==> src/rtl/clkdiv_pkg.sv <==
// Shared constants and config record for the programmable clock divider.
package clkdiv_pkg;
  localparam int CLKDIV_DIV_W       = 26;
  localparam int CLKDIV_DEFAULT_DIV = 50000000;

  typedef struct packed {
    logic [CLKDIV_DIV_W-1:0] div;
    logic [CLKDIV_DIV_W-1:0] high;
  } clkdiv_cfg_t;

  localparam clkdiv_cfg_t CLKDIV_RST_CFG = '{
    div:  CLKDIV_DIV_W'(CLKDIV_DEFAULT_DIV),
    high: CLKDIV_DIV_W'(CLKDIV_DEFAULT_DIV / 2)
  };

  function automatic int ch_idx_w(input int n);
    return (n > 1) ? $clog2(n) : 1;
  endfunction
endpackage

==> src/rtl/clock_divider_channel.sv <==
// One divider channel: counter, active/shadow config, registered clock/tick.
// CLKDIV_SYNC_EN adds a sync input that restarts the counter and applies shadow.
module clock_divider_channel
  import clkdiv_pkg::*;
#(
  parameter int DIV_W       = CLKDIV_DIV_W,
  parameter int DEFAULT_DIV = CLKDIV_DEFAULT_DIV
) (
  input  logic             clk,
  input  logic             reset,
  input  logic             en,
  input  logic             wr,
  input  logic [DIV_W-1:0] wr_div,
  input  logic [DIV_W-1:0] wr_high,
`ifdef CLKDIV_SYNC_EN
  input  logic             sync,
`endif
  output logic             out_clk,
  output logic             tick,
  output logic             pending
);
  typedef struct packed {
    logic [DIV_W-1:0] div;
    logic [DIV_W-1:0] high;
  } cfg_t;

  localparam cfg_t RST_CFG = '{div: DIV_W'(DEFAULT_DIV), high: DIV_W'(DEFAULT_DIV / 2)};

  cfg_t             act, shd;
  logic [DIV_W-1:0] cnt, div_m1, high_eff;
  logic             live, wrap, restart;

  always_comb begin
    div_m1   = act.div - DIV_W'(1);
    live     = en && (act.div >= DIV_W'(2));
    high_eff = (act.high > div_m1) ? div_m1 : act.high;
    wrap     = live && (cnt == div_m1);
`ifdef CLKDIV_SYNC_EN
    restart  = !live || wrap || sync;
`else
    restart  = !live || wrap;
`endif
  end

  always_ff @(posedge clk) begin
    if (!reset) begin
      act     <= RST_CFG;
      shd     <= RST_CFG;
      cnt     <= '0;
      out_clk <= 1'b0;
      tick    <= 1'b0;
      pending <= 1'b0;
    end else begin
      if (restart) begin
        act     <= shd;
        pending <= 1'b0;
        cnt     <= '0;
      end else begin
        cnt <= cnt + DIV_W'(1);
      end
      // A write on the apply edge lands after the apply, so it waits for the next period.
      if (wr) begin
        shd     <= '{div: wr_div, high: wr_high};
        pending <= 1'b1;
      end
      out_clk <= live && (cnt < high_eff);
      tick    <= live && (cnt == '0);
    end
  end
endmodule

==> src/rtl/multi_clock_divider.sv <==
// N-channel programmable clock divider: decodes config writes and fans out channels.
// CLKDIV_SYNC_EN adds a sync input that phase-aligns all live channels.
module multi_clock_divider
  import clkdiv_pkg::*;
#(
  parameter int NUM_CH      = 4,
  parameter int DIV_W       = CLKDIV_DIV_W,
  parameter int DEFAULT_DIV = CLKDIV_DEFAULT_DIV,
  localparam int CH_W       = ch_idx_w(NUM_CH)
) (
  input  logic              clk,
  input  logic              reset,
  input  logic [NUM_CH-1:0] en,
  input  logic              wr_en,
  input  logic [CH_W-1:0]   wr_ch,
  input  logic [DIV_W-1:0]  wr_div,
  input  logic [DIV_W-1:0]  wr_high,
`ifdef CLKDIV_SYNC_EN
  input  logic              sync,
`endif
  output logic [NUM_CH-1:0] out_clk,
  output logic [NUM_CH-1:0] tick,
  output logic [NUM_CH-1:0] pending
);
  logic [NUM_CH-1:0] wr_sel;

  for (genvar i = 0; i < NUM_CH; i++) begin : g_ch
    // Out-of-range channel numbers never match any index, so they are dropped.
    assign wr_sel[i] = wr_en && (int'(wr_ch) == i);

    clock_divider_channel #(
      .DIV_W      (DIV_W),
      .DEFAULT_DIV(DEFAULT_DIV)
    ) u_ch (
      .clk    (clk),
      .reset  (reset),
      .en     (en[i]),
      .wr     (wr_sel[i]),
      .wr_div (wr_div),
      .wr_high(wr_high),
`ifdef CLKDIV_SYNC_EN
      .sync   (sync),
`endif
      .out_clk(out_clk[i]),
      .tick   (tick[i]),
      .pending(pending[i])
    );
  end
endmodule
==> config.mk <==
export PLATFORM = sky130hd
export DESIGN_NAME = multi_clock_divider
export DESIGN_NICKNAME = d
export VERILOG_FILES = /design/src/rtl/clkdiv_pkg.sv /design/src/rtl/clock_divider_channel.sv /design/src/rtl/multi_clock_divider.sv
export SDC_FILE = /design/constraint.sdc
export NUM_CORES = 2
export LEC_CHECK = 0
export BUFFER_PORTS_ARGS = -buffer_cell sky130_fd_sc_hd__buf_2
export CORE_UTILIZATION = 30
export DETAILED_ROUTE_END_ITERATION = 6
export SYNTH_ARGS = -nofsm -noshare
export SYNTH_HDL_FRONTEND = slang
export SYNTH_SLANG_ARGS = --single-unit
==> constraint.sdc <==
create_clock -name clk -period 5.6 [get_ports clk]
set_clock_uncertainty 0.1 [all_clocks]
set_input_delay 0.28 -clock clk [delete_from_list [all_inputs] [get_ports clk]]
set_output_delay 0.28 -clock clk [all_outputs]
set_load 0.02 [all_outputs]
==> results.sh <==
export IMPL_status="complete, no violations"
export IMPL_io_pins=73
export IMPL_yosys_warnings=0
export IMPL_dieHeight_um=322
export IMPL_stdcell_count=5324
export IMPL_ys_seq_elements=532
export IMPL_ys_types=80
export IMPL_areaGrowthSynthToFinish_pct=16.4
export IMPL_synth_cells=3823
export IMPL_die_w_um=322
export IMPL_ys_seq_area_frac=0.346
export IMPL_ant_nets=0
export IMPL_diodes=0
export IMPL_synth_area_leaders="dfxtp_1 35%, nand2_1 10%, ha_1 9.0%"
export IMPL_fin_crit_ns=5.37
export IMPL_cts_buffer_depth=3
export IMPL_drc=0
export IMPL_io_buffers=72
export IMPL_cp_slowest_stage_delay_ns=0.54
export IMPL_htreeDepth=2
export IMPL_clkTransAtPathRegs_ns=0.06
export IMPL_arrival_ns=5.85
export IMPL_slew_violations=0
export IMPL_num_vias=26900
export IMPL_dp_hpwl_um=70400
export IMPL_ys_async_sr_fraction=0
export IMPL_setup_viol=0
export IMPL_maxSlewHeadroom=0.229
export IMPL_cts_root_buf="clkbuf_16"
export IMPL_initial_core_util=0.302
export IMPL_vias_per_cell=5.04
export IMPL_p_leak_nw=14.5
export IMPL_hold_path_class="in2reg"
export IMPL_final_hold_viol_count=0
export IMPL_antenna_found_initial=2
export IMPL_total_power_mw=8.90
export IMPL_end_kind="flip-flop"
export IMPL_synth_ff_type="dfxtp_1"
export IMPL_yosysMostFrequentCell="nand2_1"
export IMPL_overflow=0
export IMPL_core_rowCount=117
export IMPL_core_mm2=0.102
export IMPL_syn_area_mm2=0.0307
export IMPL_criticalPathCategory="reg2reg"
export IMPL_syn_area_per_cell_um2=8.04
export IMPL_timing_final_crit_share=0.960
export IMPL_critPathSlowestCell="or4_4"
export IMPL_critPathRequiredTime_ns=6.08
export IMPL_tightest_slew_ns=1.15
export IMPL_cts_tree="built"
export IMPL_grt_pass1_vias=25000
export IMPL_power_density_mw_per_mm2=249
export IMPL_whs_ns=0.0590
export IMPL_setup_tns_ns=0
export IMPL_ir_drop_uv=220
export IMPL_crit_top_cell="a21o_1"
export IMPL_wirelength_um=96800
export IMPL_yosys_area_top_type_share=0.346
export IMPL_syn_num_nets=4104
export IMPL_nNetsFinal=4189
export IMPL_die_area_mm2=0.104
export IMPL_path_max_fanout=5
export IMPL_dp_cells=5159
export IMPL_clkSinkCount=532
export IMPL_cts_buffers=58
export IMPL_dr_pass1_iters=7
export IMPL_synth_edf_count=0
export IMPL_grt_pass1_wl_um=148000
export IMPL_synth_top_cell_by_area="dfxtp_1"
export IMPL_cp_top_family="compound AO/OA/AOI/OAI gates"
export IMPL_cp_num_buf_inv=2
export IMPL_setup_worst_path_start_class="flip-flop"
export IMPL_final_layout_size_suffix_gt1_frac=0.101
export IMPL_drt_iter0_drc=2229
export IMPL_max_cap_violations=0
export IMPL_synthTopCellsByCount="823 x nand2_1, 532 x dfxtp_1, 227 x clkbuf_1"
export IMPL_grt_max_degree=163
export IMPL_place_gp_congestion=0.911
export IMPL_wl_per_cell_um=18.2
export IMPL_clk_insertion_delay_late_ns=0.64
export IMPL_track_usage=0.183
export IMPL_fmax_mhz=186
[tightest hold or removal path: stages]
cell      delay (ns)
buf_2           0.11
o21a_1          0.17
nand3_1         0.11
a21boi_0        0.08
[layout make-up]
type                       count  area (µm²)
clock buffer                  80        1680
fill                       10600       65900
multi-input combinational   2935       18900
inverter                      89         334
clock inverter                28         300
tap                         1368        1710
timing repair buffer         292        2220
sequential                   532       10700
[layer usage]
| metal | part of all wire | track usage |
|---|---|---|
| met5 | 0.00027 | 0 |
| met2 | 0.44 | 0.285 |
| met4 | 0.028 | 0.0543 |
| met1 | 0.47 | 0.261 |
| met3 | 0.061 | 0.0254 |
[logic make-up (layout without fill, tap and decap cells)]
kind of cell,after synthesis,count (layout),share of synthesized area
DFF,532,532,0.346
buffers and inverters,356,489,0.0465
xor gates and xnor gates,280,280,0.0843
and+or+nand+nor,1680,1680,0.253
AOI/OAI and AO/OA,592,592,0.127
muxes,163,163,0.0532
adders and majority gates,220,220,0.0895
[layout by cell type, fill, tap and decap left out, types with 12 or more instances in the layout]
cell and count:
or4_1 24, clkbuf_16 58, nand2_1 822, mux2i_1 159, nand2b_1 12, o21ai_0 194
nor2b_1 101, or3_1 14, dlygate4sd3_1 53, buf_2 71, xnor2_1 148, nor2_1 210
a21boi_0 115, o311ai_1 12, buf_4 161, o211ai_1 19, nand3_1 188, nand4_1 80
inv_1 89, and3_1 30, nor3_1 58, clkinv_2 15, o311ai_0 17, xor2_1 119
a21oi_1 67, nor4_1 55, clkbuf_8 15, ha_1 220, dfxtp_1 532, a21o_1 72
[state kept, by name, summed over array words and instances (netlist names)]
register and count:
g_ch.u_ch.cnt 104, g_ch.u_ch.out_clk 4, g_ch.u_ch.shd 208, g_ch.u_ch.act 208, g_ch.u_ch.pending 4, g_ch.u_ch.tick 4
[repair_timing]
action                                  4_1_cts  5_1_grt
pin swaps                                     0        5
endpoints found under the setup margin        1        4
hold buffers                                 53        0
endpoints found under the hold margin       219        0
gates cloned                                  0        0
resized for setup                             3       23
setup buffers                                 0        4
[final timing paths]
check                             from                   end  slack [ns]  cells past startpoint
setup / recovery  g_ch[3].u_ch.act[31]  g_ch[3].u_ch.out_clk        0.23                     25
hold / removal                   en[0]  g_ch[0].u_ch.pending        0.06                      4
setup reg to reg  g_ch[3].u_ch.act[31]  g_ch[3].u_ch.out_clk        0.23                     25
hold reg to reg    g_ch[3].u_ch.shd[7]   g_ch[3].u_ch.act[7]        0.34                      2
[stage by stage]
| stage | setup WS (ns) | util | cell area (µm²) |
|---|---|---|---|
| floorplan | 0.215 | - | 30700 |
| global placement | -0.324 | 0.325 | 33100 |
| detailed placement | -0.284 | 0.325 | 33100 |
| CTS | 0.0661 | 0.350 | 35600 |
| global route | -0.0121 | 0.352 | 35800 |
| finish | 0.227 | 0.352 | 35800 |
[where the power goes]
group | leakage [nW] | switching [mW] | internal [mW]
combinational | 9.22 | 0.567 | 0.358
sequential | 4.33 | 0.0883 | 3.90
clock | 0.989 | 1.66 | 2.33
total | 14.5 | 2.32 | 6.58
(Power assumes the default switching activity.)
